### src/rtl/mem_arbiter.sv
// mem_arbiter: shares one synchronous RAM port between instruction fetch (IFU)
// and the load/store unit (LSU). Requests and responses both use valid/ready;
// a response that cannot be delivered is parked in a hold register until the
// owner takes it. Drives the RAM tracing sideband (ifetch flag and pc).
//
// Build option: define MEM_ARB_RR_EN for round-robin arbitration on ties.
// Without it, the LSU always wins over the IFU and no last-grant state exists.
`timescale 1ns/1ps

module mem_arbiter #(
    parameter int XLEN = 32
) (
    input  logic                clk,
    input  logic                rst,

    input  logic                ifu_req_valid,
    output logic                ifu_req_ready,
    input  logic [XLEN-1:0]     ifu_req_addr,
    output logic                ifu_rsp_valid,
    input  logic                ifu_rsp_ready,
    output logic [XLEN-1:0]     ifu_rsp_rdata,

    input  logic                lsu_req_valid,
    output logic                lsu_req_ready,
    input  logic                lsu_req_write,
    input  logic [XLEN-1:0]     lsu_req_addr,
    input  logic [XLEN/8-1:0]   lsu_req_strobe,
    input  logic [XLEN-1:0]     lsu_req_wdata,
    input  logic [XLEN-1:0]     lsu_req_pc,
    output logic                lsu_rsp_valid,
    input  logic                lsu_rsp_ready,
    output logic [XLEN-1:0]     lsu_rsp_rdata,

    output logic                mem_valid,
    output logic                mem_write,
    output logic [XLEN-1:0]     mem_addr,
    output logic [XLEN/8-1:0]   mem_strobe,
    output logic [XLEN-1:0]     mem_wdata,
    output logic                mem_ifetch,
    output logic [XLEN-1:0]     mem_pc,
    input  logic [XLEN-1:0]     mem_rdata
);

    // Handshake rule on every channel: a transfer happens on the rising clock
    // edge where valid and ready are both 1. A requester keeps valid and its
    // fields stable until it sees ready; req_ready is combinational, so the
    // grant and the RAM access happen in the same cycle as the acceptance.

    typedef enum logic [1:0] {
        ST_IDLE = 2'd0,   // nothing outstanding
        ST_BUSY = 2'd1,   // access issued last cycle, RAM data on mem_rdata now
        ST_HOLD = 2'd2    // response captured, waiting for owner's rsp_ready
    } state_t;

    localparam logic OWN_IFU = 1'b0;
    localparam logic OWN_LSU = 1'b1;

    state_t             state_q;
    logic               owner_q;     // requester that owns the outstanding response
    logic               wr_q;        // outstanding access is a store (ack carries 0)
    logic [XLEN-1:0]    hold_q;      // parked response data

    logic               owner_rsp_ready;
    logic               issue_ok;
    logic               grant_ifu;
    logic               grant_lsu;
    logic               grant_any;
    logic [XLEN-1:0]    hold_d;      // response data as seen in BUSY
    logic [XLEN-1:0]    rsp_data;
    logic               rsp_active;

`ifdef MEM_ARB_RR_EN
    logic               last_grant_q;
`endif

    // Issue permission: idle, or the current response completes this cycle.
    // Reset forces every ready and mem_valid low even while rst is held.
    always_comb begin
        owner_rsp_ready = (owner_q == OWN_LSU) ? lsu_rsp_ready : ifu_rsp_ready;
        issue_ok        = ~rst & ((state_q == ST_IDLE) |
                                  ((state_q == ST_BUSY) & owner_rsp_ready));
    end

    // Arbitration between the two requesters.
    always_comb begin
`ifdef MEM_ARB_RR_EN
        // On a tie, the requester that did not win last time is granted.
        grant_ifu = issue_ok & ifu_req_valid &
                    (~lsu_req_valid | (last_grant_q == OWN_LSU));
        grant_lsu = issue_ok & lsu_req_valid &
                    (~ifu_req_valid | (last_grant_q == OWN_IFU));
`else
        // Fixed priority: the LSU always wins a tie.
        grant_lsu = issue_ok & lsu_req_valid;
        grant_ifu = issue_ok & ifu_req_valid & ~lsu_req_valid;
`endif
        grant_any = grant_ifu | grant_lsu;
    end

    assign ifu_req_ready = grant_ifu;
    assign lsu_req_ready = grant_lsu;

    // RAM request fields come straight from the winner; zeros when idle.
    always_comb begin
        mem_valid  = 1'b0;
        mem_write  = 1'b0;
        mem_addr   = '0;
        mem_strobe = '0;
        mem_wdata  = '0;
        mem_ifetch = 1'b0;
        mem_pc     = '0;
        if (grant_lsu) begin
            mem_valid  = 1'b1;
            mem_write  = lsu_req_write;
            mem_addr   = lsu_req_addr;
            mem_strobe = lsu_req_strobe;
            mem_wdata  = lsu_req_wdata;
            mem_ifetch = 1'b0;
            mem_pc     = lsu_req_pc;
        end else if (grant_ifu) begin
            mem_valid  = 1'b1;
            mem_write  = 1'b0;
            mem_addr   = ifu_req_addr;
            mem_strobe = '1;
            mem_wdata  = '0;
            mem_ifetch = 1'b1;
            mem_pc     = ifu_req_addr;
        end
    end

    // Response path: live RAM data in BUSY, parked data in HOLD; stores ack with 0.
    always_comb begin
        hold_d     = wr_q ? '0 : mem_rdata;
        rsp_data   = (state_q == ST_HOLD) ? hold_q : hold_d;
        rsp_active = (state_q == ST_BUSY) | (state_q == ST_HOLD);

        ifu_rsp_valid = rsp_active & (owner_q == OWN_IFU);
        lsu_rsp_valid = rsp_active & (owner_q == OWN_LSU);
        ifu_rsp_rdata = ifu_rsp_valid ? rsp_data : '0;
        lsu_rsp_rdata = lsu_rsp_valid ? rsp_data : '0;
    end

    // Main FSM: tracks the outstanding access, its owner and the hold register.
    always_ff @(posedge clk or posedge rst) begin
        if (rst) begin
            state_q <= ST_IDLE;
            owner_q <= OWN_IFU;
            wr_q    <= 1'b0;
            hold_q  <= '0;
        end else begin
            case (state_q)
                ST_IDLE: begin
                    if (grant_any) begin
                        state_q <= ST_BUSY;
                        owner_q <= grant_lsu ? OWN_LSU : OWN_IFU;
                        wr_q    <= grant_lsu & lsu_req_write;
                    end
                end
                ST_BUSY: begin
                    if (owner_rsp_ready) begin
                        // Response delivered; a new grant keeps the port busy
                        // for back-to-back accesses.
                        if (grant_any) begin
                            state_q <= ST_BUSY;
                            owner_q <= grant_lsu ? OWN_LSU : OWN_IFU;
                            wr_q    <= grant_lsu & lsu_req_write;
                        end else begin
                            state_q <= ST_IDLE;
                        end
                    end else begin
                        // Owner stalled: RAM data is only valid now, so park it.
                        hold_q  <= hold_d;
                        state_q <= ST_HOLD;
                    end
                end
                ST_HOLD: begin
                    if (owner_rsp_ready) begin
                        state_q <= ST_IDLE;
                    end
                end
                default: begin
                    state_q <= ST_IDLE;
                end
            endcase
        end
    end

`ifdef MEM_ARB_RR_EN
    // Remember who won the most recent grant for tie-breaking.
    always_ff @(posedge clk or posedge rst) begin
        if (rst) begin
            last_grant_q <= OWN_LSU;
        end else if (grant_any) begin
            last_grant_q <= grant_lsu ? OWN_LSU : OWN_IFU;
        end
    end
`endif

endmodule

### config.mk
export PLATFORM = sky130hd
export DESIGN_NAME = mem_arbiter
export DESIGN_NICKNAME = d
export VERILOG_FILES = /design/src/rtl/mem_arbiter.sv
export SDC_FILE = /design/constraint.sdc
export NUM_CORES = 1
export LEC_CHECK = 0
export ABC_AREA = 1
export BUFFER_PORTS_ARGS = -buffer_cell sky130_fd_sc_hd__buf_2
export CELL_PAD_IN_SITES_DETAIL_PLACEMENT = 0
export CELL_PAD_IN_SITES_GLOBAL_PLACEMENT = 1
export CORE_AREA = 2 2 134 136
export DETAILED_ROUTE_END_ITERATION = 8
export DIE_AREA = 0 0 136 138
export GPL_TIMING_DRIVEN = 0
export PLACE_DENSITY = 0.75
export SLEW_MARGIN = 15
export SYNTH_ARGS = -nofsm -noshare
export SYNTH_HDL_FRONTEND = slang
export SYNTH_SLANG_ARGS = --single-unit
### constraint.sdc
create_clock -name clk -period 2.94 [get_ports clk]
set_input_delay 0 -clock clk [delete_from_list [all_inputs] [get_ports clk]]
set_output_delay 0 -clock clk [all_outputs]
set_load 0.005 [all_outputs]
==> metrics, run 1 <==
Hold Crit Depth=3; multi-input logic area=around 1800 µm²; P&R area growth vs syn=69.0%; syn_nets=752; Final Skew=around 5.7 ps; CTS tree=built; Crit. End Element=output port; layout cells sized above 1=0.403; CP required=2940 ps; min cycle time layout=2280 ps; drt drc=0; Hold WC Path Type=primary input to flip-flop; GRT Total Usage=0.160; Critical R2R Launch=state_q[1]; Max Slew Vio Count=0; P per Cell Area=between 600 and 700 nW/µm²; final core utilization=0.316; sequential-to-total area share from yosys stat=0.275; Max rail drop VDD=283 µV; row count=approximately 50; Post-Place Cells=1149; Final Cycle Share=0.777; CP Launch Type=flip-flop; Post CTS Setup Buffer Count=0; commonest non-fill, non-tap cell in the layout=buf_2; PostCTS Resize Cnt=0; DIE AREA=about 19000 µm²; Avg Inst Size Synth=roughly 5.7 µm²; Finish-stage setup viols=0; port buffer count=roughly 340; NumNets Final=1111; vias in the first global route=4504; drt first pass iters=5; crit path DAT=2280 ps; RSZ-0062 raised after global routing=false; DIE WIDTH=~140 µm; largest net degree at the start of global routing=28; Worst Tran Pin Value=596 ps; Root Driver=clkbuf_16; Core Box Area=around 18000 µm²; Initial Util=0.187; launch point of the worst path=state_q[1]; most frequent cells in the layout=buf_2 (351), nand2_1 (185), o21ai_0 (99), nor2_1 (97), inv_1 (77); final hold vios=0; yosys warns=0; Hold Crit Start=mem_rdata[8]; FF+latch count, synth=36; Worst Reg-to-Reg Cells=9; clock sinks=36; GRT overflow=0; TNS Setup=0 ps; fmax=438 MHz; Max Cap Viol=0; DPL Wire Length=13000 µm; outcome=finished, final reports clean; Inserted Diodes=0; Setup CP Type=flip-flop to output port; Final ANT Viol Nets=0; fill count=2021; initial antenna violation count=0; via count=around 4800; drt first-iter violations=244; worst rel slew slack=0.602; Clock Path Buffers=2; WL per Instance=roughly 14 µm; clock slew at reported path FFs=60 ps; fin cells=between 1000 and 1500; global-route wire length before repair=24200 µm; CP max FO=10; worst-skew pair later-pin latency=280 ps; Reg area=901 µm²; vias per std cell=4.15; CTS H-tree lvls=2; cts bufs inserted=5; Cell Area, Synth=3270 µm²; I/O pins=342; RePlAce Congestion=0.833; Cells after Synth=about 580; Die Ht=about 140 µm; drt total wl=15800 µm; hold_buf cts=10; leak pwr=0.00359 µW; Netlist cell types=18
metal layers:
metal / global-route usage / vias to the layer above / share of wire
met5: 0 / - / 0
li1: - / 2484 / -
met4: 0.0323 / 0 / 0.014
met2: 0.265 / 210 / 0.47
met3: 0.0268 / 16 / 0.073
met1: 0.220 / 2132 / 0.45
cell families (layout without fill, tap and decap cells):
logic type | Yosys count | in the layout | synth area share
AND/OR/NAND/NOR | 289 | 289 | 0.345
AO/OA/AOI/OAI | 130 | 130 | 0.199
buffers and inverters | 120 | 480 | 0.170
flip-flops | 36 | 36 | 0.275
adder cells (fa/ha/maj) | 3 | 3 | 0.0115
critical path: stages, from the launching register on:
cell     delay (ps)
dfrtp_1         400
inv_1            90
ha_1            180
inv_1            70
nand2_1         140
nand4_2         150
inv_2           100
nand2_4         100
buf_6           160
o21ai_0         410
buf_2           210
power by group:
part | switching [µW] | internal, µW
Clock | 201 | 338
Sequential | 114 | 725
Combinational | 1480 | 971
area by class of cell:
class | instances | area share
Timing Repair Buffer | 352 | 0.330
Clock buffer | 8 | 0.0265
Tap cell | 229 | 0.0518
Multi-Input combinational cell | 422 | 0.328
Sequential cell | 36 | 0.163
Buffer | 39 | 0.0457
Inverter | 81 | 0.0549
worst paths after layout:
kind                                 to  slack, ps
max                        mem_addr[23]        660
min                           hold_q[8]        0.1
max reg2reg                        wr_q       1180
min reg2reg                   hold_q[2]        480
max in group asynchronous     hold_q[4]       2230
min in group asynchronous          wr_q        240
synthesized netlist by cell type:
master / count / area (µm²)
nand2_1: 185 / 694
o21ai_0: 99 / 495
nor2_1: 97 / 364
inv_1: 78 / 293
dfrtp_1: 36 / 901
o21ai_1: 31 / 155
clkbuf_1: 16 / 60.1
buf_6: 12 / 135
buf_2: 10 / 50.1
ha_1: 3 / 37.5
nand3_1: 3 / 15.0
inv_2: 2 / 7.51
buf_4: 1 / 7.51
clkinv_1: 1 / 3.75
nand2_4: 1 / 11.3
nand3_2: 1 / 10.0
nand4_2: 1 / 12.5
nand4_4: 1 / 21.3
metrics by stage:
step	cell area [µm²]	total power, µW	hold WS [ps]	worst slack (ps)
3_5_place_dp	5290	3320	-5.50	977
5_1_grt	5530	4240	7.86	414
6_report	5530	3830	0.134	655
2_1_floorplan	3270	2210	70.7	1310
4_1_cts	5530	3870	0.212	672
3_3_place_gp	5270	3300	267	165
registers in the layout, summed over array words and instances (netlist names):
register  flops
wr_q          1
hold_q       32
state_q       2
owner_q       1
Power figures use the tool's default switching activity.
==> run 2, diff against run 1 <==
ABC_AREA = 0   (was 1)
CORE_AREA = default   (was 2 2 134 136)
CORE_MARGIN = 2   (was default)
CORE_UTILIZATION = 22   (was default)
DIE_AREA = default   (was 0 0 136 138)
PLACE_DENSITY = 0.79   (was 0.75)
clock period = 1.9 ns   (was 2.94 ns; I/O delays follow)
==> run 2 against run 1 <==
  * Core utilization increased by 6.9 points
  * Sequential power up 64%
  * Critical path depth is 5 lower
  * Critical endpoint is now mem_pc[28]
  * Highest routed layer unchanged
==> metrics, run 2 <==
outcome=finished, final reports clean; P per Cell Area=about 1100 nW/µm²; Largest regs=hold_q x32, state_q x2; P&R area growth vs syn=69.6%; clock sinks=36; leak pwr=0.00321 µW; RePlAce Congestion=0.873; M1 WL=7350 µm; drt first-iter violations=around 240; clock slew at reported path FFs=approximately 60 ps; worst-skew pair later-pin latency=280 ps; Die Ht=132 µm; Post-synth EDFFs=0; CP max FO=10; via count=4844; FF+latch count, synth=36; drt first pass iters=5; vias in the first global route=4689; Root Driver=clkbuf_16; initial antenna violation count=2; DIE WIDTH=132 µm; setup slack after layout=roughly 71 ps; Cells after Synth=453; Crit. End Element=output port; Cell Area, Synth=3610 µm²; Avg Inst Size Synth=7.97 µm²; Synth async-reset ratio=1.00; Final Power=6970 µW; NumNets Final=982; RSZ-0062 raised after global routing=false; Hold Worst Slack=70.2 ps; CP required=1900 ps; fill count=about 1700; Hold WC Path Type=primary input to flip-flop; Max Cap Viol=0; top-count cell post-synth=nor3_1; Final Skew=about 6.1 ps; Max rail drop VDD=474 µV; Setup CP Type=flip-flop to output port; Clock Path Buffers=2; area leader, netlist=dfrtp_1; final hold vios=0; worst slack at placement=-120 ps; CTS tree=built; DPL Wire Length=13900 µm; global-route wire length before repair=approximately 25000 µm; yosys warns=0; Core Box Area=around 16000 µm²; post-synth top area share=0.249; Top Layer Used=met4; Worst Reg-to-Reg Cells=5; CTS H-tree lvls=2; fmax=between 500 and 600 MHz; max reg flops=32; port buffer count=341; crit path DAT=about 1800 ps; Max Slew Vio Count=0; Post-synth top cells=nor3_1 (70), nor2_1 (66), a22oi_1 (65), dfrtp_1 (36); Final ANT Viol Nets=0; cts bufs inserted=5; largest net degree at the start of global routing=20; sequential-to-total area share from yosys stat=0.249; Netlist cell types=30; CP Launch Type=flip-flop; Finish-stage setup viols=0; fin cells=slightly above 1000; Final Cycle Share=0.962; GRT overflow=0; worst rel slew slack=0.426; drt drc=0; commonest non-fill, non-tap cell in the layout=buf_2; largest cells by area after synthesis=dfrtp_1 (25%), a22oi_1 (14%), nor3_1 (9.7%); Post-Place Cells=just over 1000; met2 wire length=8520 µm; Primary FF master, synth=dfrtp_1; I/O pins=342; layout cells sized above 1=0.562; Top reg by flops=hold_q; DIE AREA=around 17000 µm²; Worst Tran Pin Value=858 ps; Initial Util=0.226; GRT Total Usage=0.181; vias per std cell=4.72; min cycle time layout=1830 ps; most frequent cells in the layout=buf_2 (344), nor2_1 (66), a22oi_1 (65), nor3_1 (62), dfrtp_1 (35); row count=46; Hold Crit Depth=3; drt total wl=between 15000 and 20000 µm; syn_nets=roughly 630; WL per Instance=16.7 µm; met3 routed WL=1200 µm
-- run 2: cell types whose count changed after synthesis, sizes merged, moves of 33 or more --
cell and change:
a22oi +65, and2 +33, inv -73, mux2 +34, mux2i +34, nand2 -182
nor2b +33, nor3 +70, o21ai -130
-- run 2: power breakdown --
group          leakage, µW  internal, µW  total [µW]  switching [µW]
Combinational      0.00268          2200        4660            2460
Sequential        0.000446          1140        1380             238
Clock            0.0000809           617         935             318
Total              0.00321          3950        6970            3010
-- run 2: final timing paths --
| path | start | slack [ps] | to |
|---|---|---|---|
| setup / recovery | owner_q | 70 | mem_pc[28] |
| hold / removal | lsu_req_write | 70 | wr_q |
| setup reg to reg | owner_q | 310 | hold_q[12] |
| hold reg to reg | hold_q[23] | 500 | hold_q[23] |
| max in group asynchronous | rst | 270 | hold_q[21] |
| min in group asynchronous | rst | 340 | owner_q |
-- run 2: layout make-up --
| cell class | instances | area (µm²) | share of cell area |
|---|---|---|---|
| multi-input cells | 359 | 2630 | 0.429 |
| repair buffers | 349 | 1790 | 0.293 |
| plain buffers | 50 | 339 | 0.0554 |
| flip-flops and latches | 36 | 902 | 0.147 |
| diodes | 2 | 5.00 | 0.000817 |
| well taps | 216 | 270 | 0.0441 |
| clock buffers | 6 | 129 | 0.0210 |
| inverters | 7 | 26.3 | 0.00429 |
| clock inverters | 2 | 35.0 | 0.00572 |
-- run 2: cells by family (layout without fill, tap and decap cells) --
logic type	count (synthesis)	count (layout)	share of synthesized area
flops	36	36	0.249
fa+ha+maj	3	3	0.0104
compound gates	77	78	0.163
other cells	0	2	0
mux	68	68	0.205
simple gates	210	210	0.295
buf+inv	59	414	0.0783
-- run 2: critical path: stages, from the launching register on --
cell	delay, ps
dfrtp_2	420
mux2_4	360
a21oi_2	270
buf_4	260
nor3_2	80
buf_2	150
-- run 2: what timing repair did --
action	in CTS	in global routing
setup endpoints to repair	164	154
buffers inserted	1	4
hold endpoints to repair	18	0
gates cloned	0	1
pin swaps	1	1
resized for setup	26	57
hold buffers	2	0
-- run 2: routing by layer --
layer,track usage,vias up
met3,0.0311,6
li1,-,2332
met1,0.239,2284
met4,0.0356,0
met5,0,-
met2,0.309,222
-- run 2: metrics by stage --
stage	cell area, µm²	utilization	TNS (ps)
2_1_floorplan	3610	-	0
3_3_place_gp	5590	0.350	-11060
3_5_place_dp	5620	0.352	-360
4_1_cts	5870	0.368	-206
5_1_grt	6120	0.384	0
6_report	6120	0.384	0
